### config.mk
export PLATFORM = sky130hd
export DESIGN_NAME = pwm_cfg_sequencer
export DESIGN_NICKNAME = d
export VERILOG_FILES = /design/src/rtl/pwm_cfg_sequencer.sv
export SDC_FILE = /design/constraint.sdc
export NUM_CORES = 1
export LEC_CHECK = 0
export ABC_AREA = 1
export ABC_CLOCK_PERIOD_IN_PS = 4800
export BUFFER_PORTS_ARGS = -buffer_cell sky130_fd_sc_hd__clkbuf_2
export CAP_MARGIN = 20
export CORE_UTILIZATION = 50
export CTS_BUF_LIST = sky130_fd_sc_hd__clkbuf_4
export DETAILED_ROUTE_END_ITERATION = 7
export GPL_TIMING_DRIVEN = 0
export PLACE_DENSITY = 0.73
export SYNTH_ARGS = -nofsm -noshare
export SYNTH_HDL_FRONTEND = slang
export SYNTH_SLANG_ARGS = --single-unit
### constraint.sdc
create_clock -name clk -period 4.8 [get_ports clk]
set_input_delay 0.24 -clock clk [delete_from_list [all_inputs] [get_ports clk]]
set_output_delay 0.24 -clock clk [all_outputs]
set_load 0.05 [all_outputs]
### src/rtl/pwm_cfg_sequencer.sv
// PWM configuration sequencer: shadows period/duty updates and commits them on period boundaries.
// Optional build macro PWM_CFG_SEQ_OVERWRITE_EN keeps cfg_ready high while an update is pending (last write wins).
module pwm_cfg_sequencer #(
    parameter int unsigned CNT_WIDTH             = 32,
    parameter int unsigned DEFAULT_PERIOD_CYCLES = 5000,
    parameter int unsigned DEFAULT_DUTY_CYCLES   = 0
) (
    input  logic                 clk,
    input  logic                 rst,
    input  logic                 enable_req,
    input  logic                 cfg_valid,
    output logic                 cfg_ready,
    input  logic [CNT_WIDTH-1:0] cfg_period,
    input  logic [CNT_WIDTH-1:0] cfg_duty,
    input  logic                 period_end,
    output logic                 tb_enable,
    output logic [CNT_WIDTH-1:0] period_cycles,
    output logic [CNT_WIDTH-1:0] duty_cycles,
    output logic                 update_pending,
    output logic                 update_done
);

    localparam logic [CNT_WIDTH-1:0] DEF_PERIOD = CNT_WIDTH'(DEFAULT_PERIOD_CYCLES);
    localparam logic [CNT_WIDTH-1:0] DEF_DUTY   = CNT_WIDTH'(DEFAULT_DUTY_CYCLES);
    localparam logic [CNT_WIDTH-1:0] MIN_PERIOD = CNT_WIDTH'(2);

    typedef enum logic [1:0] {
        STOPPED = 2'd0,
        RUN     = 2'd1,
        PENDING = 2'd2
    } state_t;

    state_t               state;
    state_t               state_nx;
    logic [CNT_WIDTH-1:0] shadow_period;
    logic [CNT_WIDTH-1:0] shadow_duty;

    logic                 accept;
    logic                 commit;
    logic                 load_shadow;
    logic [CNT_WIDTH-1:0] src_period;
    logic [CNT_WIDTH-1:0] src_duty;
    logic                 ready_nx;

    // Duty never exceeds the period the timebase will actually run (0 -> default, 1 -> 2).
    function automatic logic [CNT_WIDTH-1:0] clamp_duty(input logic [CNT_WIDTH-1:0] period,
                                                        input logic [CNT_WIDTH-1:0] duty);
        logic [CNT_WIDTH-1:0] eff;
        if (period == '0) begin
            eff = DEF_PERIOD;
        end else if (period < MIN_PERIOD) begin
            eff = MIN_PERIOD;
        end else begin
            eff = period;
        end
        return (duty > eff) ? eff : duty;
    endfunction

    assign accept = cfg_valid && cfg_ready;

    // Next state and commit source selection.
    always_comb begin
        state_nx    = state;
        commit      = 1'b0;
        load_shadow = 1'b0;
        src_period  = shadow_period;
        src_duty    = shadow_duty;

        case (state)
            STOPPED: begin
                if (accept) begin
                    commit     = 1'b1;
                    src_period = cfg_period;
                    src_duty   = cfg_duty;
                end
                if (enable_req) begin
                    state_nx = RUN;
                end
            end
            RUN: begin
                if (!enable_req) begin
                    state_nx = STOPPED;
                    if (accept) begin
                        commit     = 1'b1;
                        src_period = cfg_period;
                        src_duty   = cfg_duty;
                    end
                end else if (accept) begin
                    load_shadow = 1'b1;
                    state_nx    = PENDING;
                end
            end
            PENDING: begin
`ifdef PWM_CFG_SEQ_OVERWRITE_EN
                if (accept) begin
                    load_shadow = 1'b1;
                    src_period  = cfg_period;
                    src_duty    = cfg_duty;
                end
`endif
                if (!enable_req) begin
                    commit   = 1'b1;
                    state_nx = STOPPED;
                end else if (period_end) begin
                    commit   = 1'b1;
                    state_nx = RUN;
                end
            end
            default: begin
                state_nx = STOPPED;
            end
        endcase
    end

`ifdef PWM_CFG_SEQ_OVERWRITE_EN
    assign ready_nx = 1'b1;
`else
    assign ready_nx = (state_nx != PENDING);
`endif

    // State, shadow and registered outputs.
    always_ff @(posedge clk or posedge rst) begin
        if (rst) begin
            state          <= STOPPED;
            shadow_period  <= DEF_PERIOD;
            shadow_duty    <= DEF_DUTY;
            period_cycles  <= DEF_PERIOD;
            duty_cycles    <= DEF_DUTY;
            tb_enable      <= 1'b0;
            cfg_ready      <= 1'b1;
            update_pending <= 1'b0;
            update_done    <= 1'b0;
        end else begin
            state          <= state_nx;
            tb_enable      <= (state_nx != STOPPED);
            cfg_ready      <= ready_nx;
            update_pending <= (state_nx == PENDING);
            update_done    <= commit;
            if (load_shadow) begin
                shadow_period <= cfg_period;
                shadow_duty   <= cfg_duty;
            end
            if (commit) begin
                period_cycles <= src_period;
                duty_cycles   <= clamp_duty(src_period, src_duty);
            end
        end
    end

endmodule

Word-level counts from Yosys, hierarchy flattened
Index checks and enable logic that the tools add are counted.
{ "classes": {"mux": 23, "n_div": 0, "mul": 0, "reduce_logical": 4, "n_shift": 0, "n_eq_ne": 4, "add_sub_neg": 0, "n_lt_le_gt_ge": 2, "n_bitwise": 0} }
{ "op_table": {"columns": ["operator", "n"], "rows": [
  ["32-bit two-way mux", 8],
  ["32-bit case mux with 2 select lines", 2],
  ["32-bit > comparator", 1],
  ["32-bit logical NOT", 1],
  ["32-bit by 2-bit less-than comparator with 1-bit output, second input constant", 1],
  ["2-bit two-way mux", 5],
  ["1-bit two-way mux", 6],
  ["2-bit case mux with 3 select lines", 1],
  ["2-bit equality test, second input constant", 2],
  ["1-bit case mux with 3 select lines", 1],
  ["2-bit by 1-bit equality test with 1-bit output, second input constant", 1],
  ["2-bit logical NOT", 1],
  ["2-bit inequality test, second input constant", 1],
  ["2-bit nonzero test", 1],
  ["1-bit logical AND", 1]
]} }
{ "totals": {"in_bits": 69, "word_cells": 42, "out_inout_bits": 68, "regBits": 134, "latch_bits": 0, "ram_bits": 0, "rom_bits": 0, "mem_count": 0} }

Logic depth before layout (Yosys ltp)
Gate-level depths: netlist of the first run.
{ "depth": {"ltp_word": 10, "mapped_depth": 30, "mapped_depth_nobuf": 28} }

Worst setup path after synthesis of the first run
No wires, ideal clock.
{ "synth_timing": {"path_kind": "register to register", "startpoint": "register cfg_ready", "endpoint": "register duty_cycles[2]", "setup_slack_ns": 1.346, "setup_ns": 0.124, "t_arrival_ns": 3.330, "t_required_ns": 4.676, "path_buffers": 2, "synth_period_minus_slack_ns": 3.454, "path_stages_with_launch": 27, "cell_sequence": "dfstp_2 nand2_1 nor2_4 nand2_4 buf_4 nand2_1 o21ai_0 nor2_1 nand3_1 nor2_1 nand2_2 inv_2 a21oi_1 ha_1 nand2_1 inv_1 o21ai_0 a21oi_1 nor2_1 nand2_1 nand2_1 nand2_1 nand2_1 buf_2 nand2_1 o211ai_1 nand2_1"} }
{ "synth_via": {"elab_chain_len": 10, "word_cells_on_any_way": 17, "cone_classes": "order compare (2); mux (13); reduce/logical (2)"} }
{ "synth_rtl": {"columns": ["item", "line", "text"], "rows": [
  ["from (decl)", "12", "output logic cfg_ready,"],
  ["from (signal assigned)", "136", "cfg_ready <= ready_nx;"],
  ["1-bit logical AND *", "59", "assign accept = cfg_valid && cfg_ready;"],
  ["32-bit two-way mux", "71, 83", null],
  ["32-bit two-way mux", "81", "if (!enable_req) begin"],
  ["32-bit case mux with 2 select lines", "69", "case (state)"],
  ["32-bit by 2-bit less-than comparator with 1-bit output", "51", "end else if (period < MIN_PERIOD) begin"],
  ["32-bit two-way mux", "51", null],
  ["32-bit two-way mux", "49", "if (period == '0) begin"],
  ["32-bit two-way mux", "143", "if (commit) begin"],
  ["32-bit > comparator", "56", "return (duty > eff) ? eff : duty;"],
  ["32-bit two-way mux", "56", null],
  ["to (signal assigned)", "145", "duty_cycles <= clamp_duty(src_period, src_duty);"],
  ["to (decl)", "18", "output logic [CNT_WIDTH-1:0] duty_cycles,"]
]} }
Mark *: on every way between the ends. The rest lies on a longest branch, timed or not. The select of a mux whose other input is x is not followed.
A chain may end at the register's enable or synchronous reset.

Worst setup path after layout of the first run
{ "layout_timing": {"startpoint": "register cfg_ready", "endpoint": "register duty_cycles[28]"} }
Same word-level chain as after synthesis.

==> results of run 1 <==
-- cells by family after synthesis --
logic type / share of synthesized area, %
fa+ha+maj: 5.56
compound gates: 13.1
simple gates: 25.5
flops: 46.7
mux: 0.139
buf+inv: 8.99
-- per-stage QoR --
step | total power, W | setup TNS [ps] | cell area (sq um) | hold slack, ps | std cells
global placement | 0.00474 | -67910 | 8110 | 455 | 1273
global route | 0.00596 | 0 | 9060 | 189 | 1373
CTS | 0.00554 | 0 | 9060 | 125 | 1373
detailed placement | 0.00480 | 0 | 8150 | 345 | 1274
floorplan | 0.00403 | 0 | 7210 | 357 | 957
finish | 0.00556 | 0 | 9060 | 157 | 1373
-- flip-flops by register name, summed over array words and instances, names as in the netlist, 2 cells and up --
signal / flops
period_cycles: 32
shadow_period: 32
duty_cycles: 32
state: 2
shadow_duty: 32
-- worst paths after layout --
path | from | end | slack [ps] | depth (start not counted)
max | cfg_ready$_DFF_PP1_ | duty_cycles[28]$_DFFE_PP0P_ | 470 | 25
max in group asynchronous | rst | shadow_period[7]$_DFFE_PP1P_ | 3740 | 4
min reg2reg | shadow_period[14]$_DFFE_PP0P_ | shadow_period[14]$_DFFE_PP0P_ | 480 | 2
min in group asynchronous | rst | shadow_duty[18]$_DFFE_PP0P_ | 280 | 3
max reg2reg | cfg_ready$_DFF_PP1_ | duty_cycles[28]$_DFFE_PP0P_ | 470 | 25
min | cfg_valid | state[0]$_DFF_PP0_ | 160 | 4
-- synth_stat cells, types with 3 or more instances --
| master | n | area share (%) |
|---|---|---|
| a21oi_1 | 25 | 1.7 |
| buf_1 | 7 | 0.36 |
| buf_2 | 11 | 0.76 |
| buf_4 | 3 | 0.31 |
| clkbuf_1 | 25 | 1.3 |
| dfrtp_1 | 123 | 43 |
| dfstp_2 | 11 | 4.0 |
| ha_1 | 32 | 5.6 |
| inv_1 | 114 | 5.9 |
| nand2_1 | 360 | 19 |
| nand3_1 | 34 | 2.4 |
| nand3b_1 | 20 | 2.1 |
| nand4_1 | 3 | 0.26 |
| nor2_1 | 25 | 1.3 |
| o211ai_1 | 6 | 0.62 |
| o21ai_0 | 134 | 9.3 |
| o21ai_2 | 7 | 0.85 |
-- metal layers --
metal / share of wire [%] / global-route usage [%] / wire, microns
met1: 44 / 41.3 / 9450
met2: 46 / 48.0 / 9830
met3: 6.7 / 5.71 / 1430
met4: 2.8 / 11.8 / 596
met5: 0 / 0 / 0
-- worst register-to-register path, delay by kind of cell, from the launching register on --
| family | cells | cell delay [ps] |
|---|---|---|
| simple gates | 20 | 2140 |
| buf+inv | 3 | 790 |
| flops | 1 | 550 |
| compound gates | 1 | 430 |
| fa+ha+maj | 1 | 310 |
-- layout make-up --
class / instances / area, sq um
Buffer: 47 / 209
Clock buffer: 25 / 188
Clock inverter: 7 / 56.3
Fill cell: 1249 / 4930
Inverter: 117 / 444
Multi-Input combinational cell: 659 / 3190
Sequential cell: 134 / 3370
Tap cell: 180 / 225
Timing Repair Buffer: 204 / 1380
-- where the power goes --
part	switching, W	internal (W)
combinational	0.00223	0.000803
sequential	0.000214	0.00161
clock	0.000407	0.000296
total	0.00286	0.00271
-- timing repair --
item / CTS / global route
hold endpoints to repair: 121 / 0
buffers inserted: 0 / 0
hold buffers: 67 / 0
==> impl_metrics.env, run 1 <==
export IMPL_status="complete, no violations"
export IMPL_yosys_warnings=0
export IMPL_clk_latency_ps=580
export IMPL_syn_cell_area_sq_um=7210
export IMPL_slowest_delay_ps=550
export IMPL_drv_cap=0
export IMPL_power_density_nw_per_um2=614
export IMPL_pre_cts_ws_ps=592
export IMPL_firstDrtPassIters=7
export IMPL_max_freq_ghz=0.231
export IMPL_start_util_pct=51.5
export IMPL_hold_path_class="in -> reg"
export IMPL_crit_family="simple AND/OR/NAND/NOR gates"
export IMPL_tritoncts="built"
export IMPL_diodes=0
export IMPL_vias_per_cell=5.19
export IMPL_die_area_sq_um=14900
export IMPL_ctsHtreeMaxLevel=4
export IMPL_die_width_microns=122
export IMPL_grt_max_degree=74
export IMPL_cts_sinks=134
export IMPL_clk_pin_slew_ps=110
export IMPL_portBuffers=136
export IMPL_cpMostUsedCell="nand2_1"
export IMPL_post_drt_wl_per_cell_microns=15.5
export IMPL_cts_buffers=17
export IMPL_min_period_ps=4330
export IMPL_cp_slowest_cell="dfstp_2"
export IMPL_final_cell_mix="nand2_1 (360), clkbuf_2 (136), o21ai_0 (134)"
export IMPL_first_global_vias=6624
export IMPL_synth_fp_nets=1058
export IMPL_grt_use_total_pct=30.4
export IMPL_clock_skew_ps=16.5
export IMPL_utilization_pct=64.8
export IMPL_grt_antenna_before_repair=0
export IMPL_arrival_ps=4790
export IMPL_grt_overflow_total=0
export IMPL_ir_drop_uv=321
export IMPL_ys_seq_area_share_pct=46.7
export IMPL_slew_violations=0
export IMPL_drcViolationCount=0
export IMPL_syn_inst=957
export IMPL_p_leak_nw=4.82
export IMPL_rows=43
export IMPL_finalNetCount=1281
export IMPL_vias=7127
export IMPL_crit_buf_inv=3
export IMPL_crit_fanout=10
export IMPL_routed_wl_microns=21300
export IMPL_ys_seq_elements=134
export IMPL_avgSynthCellArea_sq_um=7.53
export IMPL_clock_path_buffers=2
export IMPL_critPathRequiredTime_ps=5260
export IMPL_crit_path_start_kind="flip-flop"
export IMPL_worst_slack_ps=471
export IMPL_critPathKind="reg -> reg"
export IMPL_rsz0062_at_grt="no"
export IMPL_dp_hpwl_microns=14900
export IMPL_slew_headroom_pct=48.8
export IMPL_cp_end_kind="flip-flop"
export IMPL_drt_iter0_markers=609
export IMPL_coreArea_sq_um=14000
export IMPL_setup_violations_final=0
export IMPL_worst_slew_pin_slew_ps=768
export IMPL_area_growth_syn_to_layout_pct=25.7
export IMPL_hold_viol=0
export IMPL_globalplace_congestion=0.878
export IMPL_fp_dieH_microns=122
export IMPL_async_flop_share_pct=100
export IMPL_ys_types=31
export IMPL_synth_edff_count=0
export IMPL_period_share_pct=90.2
export IMPL_ant_nets=0
export IMPL_ioPinCount=137
export IMPL_clock_root_buffer="clkbuf_4"
export IMPL_grt_pass1_wl_microns=34000
export IMPL_synth_ff_type="dfrtp_1"
export IMPL_post_cts_resized=0
export IMPL_drive_gt1_share_pct=17.5
export IMPL_final_common_cell="nand2_1"
(Power assumes the default switching activity.)
==> run 2, diff against run 1 <==
--- a/config.mk
+++ b/config.mk
@@ -9,11 +9,11 @@
 export ABC_CLOCK_PERIOD_IN_PS = 4800
 export BUFFER_PORTS_ARGS = -buffer_cell sky130_fd_sc_hd__clkbuf_2
 export CAP_MARGIN = 20
-export CORE_UTILIZATION = 50
+export CORE_UTILIZATION = 58
 export CTS_BUF_LIST = sky130_fd_sc_hd__clkbuf_4
 export DETAILED_ROUTE_END_ITERATION = 7
 export GPL_TIMING_DRIVEN = 0
-export PLACE_DENSITY = 0.73
+export PLACE_DENSITY = 0.83
 export SYNTH_ARGS = -nofsm -noshare
 export SYNTH_HDL_FRONTEND = slang
 export SYNTH_SLANG_ARGS = --single-unit
==> run 2 against run 1 <==
The flow now finishes with violations (DRC). Setup slack gained 49 ps. Clock power grew 25%. Hold slack lost 12 ps. Core utilization grew 11 points. Final area rose by 0.87%. Highest routed layer unchanged. Sequential share of layout area fell by 0.32 points. Via count increased by 2.9%.
==> impl_metrics.env, run 2 (synthesized netlist as in run 1, its figures left out) <==
export IMPL_ioPinCount=137
export IMPL_period_share_pct=89.2
export IMPL_crit_buf_inv=3
export IMPL_worst_slew_pin_slew_ps=807
export IMPL_vias=7337
export IMPL_hold_path_class="in -> reg"
export IMPL_area_growth_syn_to_layout_pct=26.8
export IMPL_cts_sinks=134
export IMPL_portBuffers=136
export IMPL_grt_overflow_total=0
export IMPL_ir_drop_uv=411
export IMPL_crit_path_start_kind="flip-flop"
export IMPL_routed_wl_microns=21400
export IMPL_vias_per_cell=5.39
export IMPL_ctsHtreeMaxLevel=4
export IMPL_clock_root_buffer="clkbuf_4"
export IMPL_grt_use_total_pct=35.1
export IMPL_setup_tns_ps=0
export IMPL_critPathRequiredTime_ps=5260
export IMPL_post_drt_wl_per_cell_microns=15.7
export IMPL_rows=40
export IMPL_dp_hpwl_microns=14400
export IMPL_drv_cap=0
export IMPL_grt_pass1_wl_microns=34200
export IMPL_globalplace_congestion=0.873
export IMPL_p_leak_nw=4.85
export IMPL_cts_buffers=17
export IMPL_final_cell_area_sq_um=9140
export IMPL_utilization_pct=75.8
export IMPL_rsz0062_at_grt="no"
export IMPL_critPathKind="reg -> reg"
export IMPL_crit_fanout=10
export IMPL_die_area_sq_um=12900
export IMPL_clk_latency_ps=580
export IMPL_crit_family="simple AND/OR/NAND/NOR gates"
export IMPL_cp_end_kind="flip-flop"
export IMPL_diodes=0
export IMPL_clk_pin_slew_ps=110
export IMPL_first_global_vias=7042
export IMPL_dp_cells=1262
export IMPL_grt_max_degree=94
export IMPL_tritoncts="built"
export IMPL_placed_area_sq_um=8130
export IMPL_violations="DRC"
export IMPL_slowest_delay_ps=560
export IMPL_cpMostUsedCell="nand2_1"
export IMPL_max_freq_ghz=0.234
export IMPL_fp_dieH_microns=113
export IMPL_wl_met2_microns=10200
export IMPL_clock_skew_ps=22.9
export IMPL_top_layer_used="met4"
export IMPL_power_density_nw_per_um2=630
export IMPL_setup_violations_final=0
export IMPL_hold_viol=0
export IMPL_drt_iter0_markers=730
export IMPL_clock_path_buffers=2
export IMPL_wl_met1_microns=8850
export IMPL_die_width_microns=113
export IMPL_post_cts_resized=0
export IMPL_stdcell_count=1362
export IMPL_drcViolationCount=2
export IMPL_start_util_pct=59.8
export IMPL_slew_headroom_pct=46.2
export IMPL_status="finished with violations"
export IMPL_coreArea_sq_um=12100
export IMPL_firstDrtPassIters=8
export IMPL_cp_slowest_cell="dfstp_2"
export IMPL_grt_antenna_before_repair=0
export IMPL_drive_gt1_share_pct=17.4
export IMPL_cp_cell_sequence="nand2_1 -> nor2_4 -> buf_2 -> nand3b_1 -> nand2_1 -> nand2_1 -> nor2_1 -> nand2_1 -> nor2_2 -> nand2_2 -> inv_2 -> a21oi_1 -> ha_1 -> nand4_1 -> nor2_1 -> nand2_1 -> nand2_1 -> nand2_1 -> a21boi_2 -> buf_2 -> nand2_1 -> nand3_1 -> nand2_1"
export IMPL_slew_violations=0
export IMPL_wl_met3_microns=1650
export IMPL_final_common_cell="nand2_1"
export IMPL_min_period_ps=4280
export IMPL_arrival_ps=4740
export IMPL_final_cell_mix="nand2_1 (360), clkbuf_2 (136), o21ai_0 (134)"
export IMPL_finalNetCount=1282
export IMPL_ant_nets=0
## run 2: metal layers
layer	GRT usage, %	up-vias
li1	-	3474
met1	45.8	3420
met2	56.6	376
met3	7.12	67
met4	16.0	0
met5	0	-
## run 2: power breakdown
part | internal (W) | switching [W]
registers | 0.00161 | 0.000216
logic | 0.000806 | 0.00225
clock network | 0.000467 | 0.000415
total | 0.00288 | 0.00288
## run 2: final timing paths
kind,startpoint,slack (ps),end,depth (start not counted)
min in group asynchronous,rst,210,shadow_duty[15]$_DFFE_PP0P_,3
worst min register to register,duty_cycles[27]$_DFFE_PP0P_,490,duty_cycles[27]$_DFFE_PP0P_,2
worst max register to register,cfg_ready$_DFF_PP1_,520,duty_cycles[19]$_DFFE_PP0P_,23
worst max-delay path,cfg_ready$_DFF_PP1_,520,duty_cycles[19]$_DFFE_PP0P_,23
max in group asynchronous,rst,3800,shadow_period[7]$_DFFE_PP1P_,4
worst min-delay path,cfg_valid,150,state[0]$_DFF_PP0_,4
## run 2: per-stage QoR
| step | power, W | setup WS [ps] | hold WS (ps) |
|---|---|---|---|
| floorplan | 0.00403 | 995 | 357 |
| global placement | 0.00471 | -440 | 455 |
| detailed placement | 0.00478 | 665 | 263 |
| CTS | 0.00571 | 625 | 102 |
| global route | 0.00613 | 232 | 168 |
| finish | 0.00576 | 520 | 146 |
## run 2: what timing repair did
action	CTS	global route
hold endpoints to repair	109	0
buffers inserted	0	0
endpoints found under the setup margin	0	0
hold buffers	68	0
## run 2: layout make-up
type / instances / area (sq um)
buffer: 47 / 209
clock buffer: 19 / 143
clock inverter: 13 / 185
fill: 913 / 2920
inverter: 117 / 444
multi-input combinational: 659 / 3190
sequential: 134 / 3370
tap: 168 / 210
timing repair buffer: 205 / 1390
## run 2: worst reg2reg max path, stage by stage, from the launching register on
cell      delay (ps)
dfstp_2          560
nand2_1          120
nor2_4           190
buf_2            260
nand3b_1         130
nand2_1          180
nand2_1           80
nor2_1           120
nand2_1           80
nor2_2           180
nand2_2          150
inv_2            140
a21oi_1           70
ha_1             280
nand4_1          100
nor2_1           250
nand2_1           90
nand2_1           70
nand2_1           70
a21boi_2         430
buf_2            350
nand2_1           80
nand3_1          110
nand2_1           80
==> run 3, diff against run 2 <==
--- a/config.mk
+++ b/config.mk
@@ -9,11 +9,14 @@
 export ABC_CLOCK_PERIOD_IN_PS = 4800
 export BUFFER_PORTS_ARGS = -buffer_cell sky130_fd_sc_hd__clkbuf_2
 export CAP_MARGIN = 20
-export CORE_UTILIZATION = 58
+export CELL_PAD_IN_SITES_DETAIL_PLACEMENT = 1
+export CELL_PAD_IN_SITES_GLOBAL_PLACEMENT = 1
+export CORE_MARGIN = 2
+export CORE_UTILIZATION = 42
 export CTS_BUF_LIST = sky130_fd_sc_hd__clkbuf_4
 export DETAILED_ROUTE_END_ITERATION = 7
 export GPL_TIMING_DRIVEN = 0
-export PLACE_DENSITY = 0.83
+export PLACE_DENSITY_LB_ADDON = 0.1
 export SYNTH_ARGS = -nofsm -noshare
 export SYNTH_HDL_FRONTEND = slang
 export SYNTH_SLANG_ARGS = --single-unit
==> run 3 against run 2 <==
Critical endpoint unchanged. Combinational power up 2%. Die area is 42% higher. The flow now finishes without violations. Sequential share of layout area grew 0.096 points. Register-to-register slack got worse by 140 ps.
==> impl_metrics.env, run 3 (synthesized netlist as in run 1, its figures left out) <==
export IMPL_post_cts_resized=0
export IMPL_final_cell_mix="nand2_1 (360), clkbuf_2 (136), o21ai_0 (134)"
export IMPL_slew_headroom_pct=48.0
export IMPL_crit_fanout=10
export IMPL_fillers=2199
export IMPL_area_growth_syn_to_layout_pct=26.5
export IMPL_coreArea_sq_um=16700
export IMPL_period_share_pct=92.0
export IMPL_worst_slack_ps=382
export IMPL_ir_drop_uv=346
export IMPL_drv_cap=0
export IMPL_max_freq_ghz=0.226
export IMPL_rsz0062_at_grt="no"
export IMPL_critPathKind="reg -> reg"
export IMPL_clock_root_buffer="clkbuf_4"
export IMPL_tritoncts="built"
export IMPL_placed_area_sq_um=8200
export IMPL_reg2reg_from="cfg_ready$_DFF_PP1_"
export IMPL_ant_nets=0
export IMPL_clock_path_buffers=2
export IMPL_hold_viol=0
export IMPL_hold_path_end="state[0]$_DFF_PP0_"
export IMPL_cp_end_kind="flip-flop"
export IMPL_dp_hpwl_microns=17500
export IMPL_holdCritStartpoint="cfg_valid"
export IMPL_critPathRequiredTime_ps=5270
export IMPL_die_width_microns=135
export IMPL_firstDrtPassIters=5
export IMPL_holdPathStages=4
export IMPL_power_density_nw_per_um2=619
export IMPL_drive_gt1_share_pct=17.4
export IMPL_r2r_slack_ps=380
export IMPL_grt_use_total_pct=29.1
export IMPL_hold_path_class="in -> reg"
export IMPL_slew_violations=0
export IMPL_min_period_ps=4420
export IMPL_drcViolationCount=0
export IMPL_cts_hold_buf=68
export IMPL_vias=7331
export IMPL_vias_per_cell=5.18
export IMPL_grt_max_degree=92
export IMPL_grt_antenna_before_repair=2
export IMPL_crit_path_start_kind="flip-flop"
export IMPL_cp_cell_sequence="nand2_1 -> nor2_4 -> buf_2 -> nand3b_1 -> nand2_1 -> nand2_1 -> nor2_1 -> nand2_1 -> nor2_2 -> nand2_2 -> inv_2 -> a21oi_1 -> ha_1 -> nand4_1 -> nor2_1 -> nand2_1 -> nand2_1 -> nand2_1 -> a21boi_2 -> buf_2 -> nand2_1 -> nand3_1 -> nand2_1"
export IMPL_crit_buf_inv=3
export IMPL_cts_setup_buffers=0
export IMPL_cts_buffers=17
export IMPL_slowest_delay_ps=560
export IMPL_setup_violations_final=0
export IMPL_p_leak_nw=4.81
export IMPL_finalNetCount=1282
export IMPL_worst_slew_pin_slew_ps=780
export IMPL_globalplace_congestion=0.827
export IMPL_grt_overflow_total=0
export IMPL_fp_dieH_microns=135
export IMPL_timing_rr_end="duty_cycles[19]$_DFFE_PP0P_"
export IMPL_post_drt_wl_per_cell_microns=17.8
export IMPL_clk_latency_ps=580
export IMPL_crit_family="simple AND/OR/NAND/NOR gates"
export IMPL_cpMostUsedCell="nand2_1"
export IMPL_first_global_vias=7647
export IMPL_final_cell_area_sq_um=9110
export IMPL_drt_iter0_markers=326
export IMPL_portBuffers=136
export IMPL_start_util_pct=43.2
export IMPL_ioPinCount=137
export IMPL_arrival_ps=4880
export IMPL_clk_pin_slew_ps=130
export IMPL_die_area_sq_um=18200
export IMPL_status="complete, no violations"
export IMPL_rows=47
export IMPL_cp_slowest_cell="dfstp_2"
export IMPL_cts_sinks=134
export IMPL_ctsHtreeMaxLevel=4
export IMPL_routed_wl_microns=25300
export IMPL_ff2ff_path_depth=23
export IMPL_grt_pass1_wl_microns=40600
export IMPL_final_common_cell="nand2_1"
export IMPL_clock_skew_ps=30.1
export IMPL_pre_cts_ws_ps=469
[run 3: changes by cell type in the layout (fill, tap and decap cells not counted)]
cell        delta
clkinvlp_4     +1
clkinv_4       +1
clkinv_2       +2
bufinv_16      -4
diode_2        +2
[run 3: worst register-to-register path, delay by kind of cell (launching register included)]
family / cells / cell delay, ps
and+or+nand+nor: 17 / 2170
DFF: 1 / 560
AOI/OAI and AO/OA: 2 / 520
buffers and inverters: 3 / 790
adders and majority gates: 1 / 270
[run 3: metal layers]
| layer | up-vias | routed length (microns) | GRT usage [%] |
|---|---|---|---|
| met2 | 211 | 12100 | 48.7 |
| met4 | 0 | 608 | 9.55 |
| met1 | 3606 | 11300 | 38.5 |
| met5 | - | 0 | 0 |
| met3 | 43 | 1180 | 5.14 |
| li1 | 3471 | - | - |
[run 3: worst max path at each step]
| stage | startpoint | endpoint | slack, ps | cells after the start |
|---|---|---|---|---|
| after floorplan | rst | duty_cycles[0]$_DFFE_PP0P_ | 1000 | 1 |
| after global placement | rst | shadow_period[6]$_DFFE_PP0P_ | -760 | 2 |
| after detailed placement | cfg_ready$_DFF_PP1_ | duty_cycles[19]$_DFFE_PP0P_ | 470 | 25 |
| after CTS | cfg_ready$_DFF_PP1_ | duty_cycles[19]$_DFFE_PP0P_ | 420 | 25 |
| after global routing | cfg_ready$_DFF_PP1_ | duty_cycles[22]$_DFFE_PP0P_ | 0.02 | 25 |
| final | cfg_ready$_DFF_PP1_ | duty_cycles[19]$_DFFE_PP0P_ | 380 | 23 |
[run 3: area by class of cell]
cell class	instances	area, sq um	area share, %
antenna	2	5.00	0.0549
tap	220	275	3.02
buffer	47	209	2.29
clock inverter	13	91.3	1.00
timing repair buffer	205	1390	15.2
inverter	117	444	4.87
clock buffer	19	143	1.56
multi-input combinational	659	3190	35.0
sequential	134	3370	36.9
[run 3: power breakdown]
part,switching [W],internal (W)
combinational,0.00231,0.000804
clock,0.000438,0.000256
sequential,0.000221,0.00161
total,0.00297,0.00267
[run 3: per-stage QoR]
step	util, %	hold WS [ps]	total power (W)	cells	TNS, ps
after global routing	54.6	152	0.00606	1416	0
final	54.6	147	0.00564	1416	0
after detailed placement	49.1	290	0.00489	1314	0
after global placement	48.9	454	0.00480	1313	-91640
after CTS	54.5	94.5	0.00564	1414	0
after floorplan	-	357	0.00403	957	0
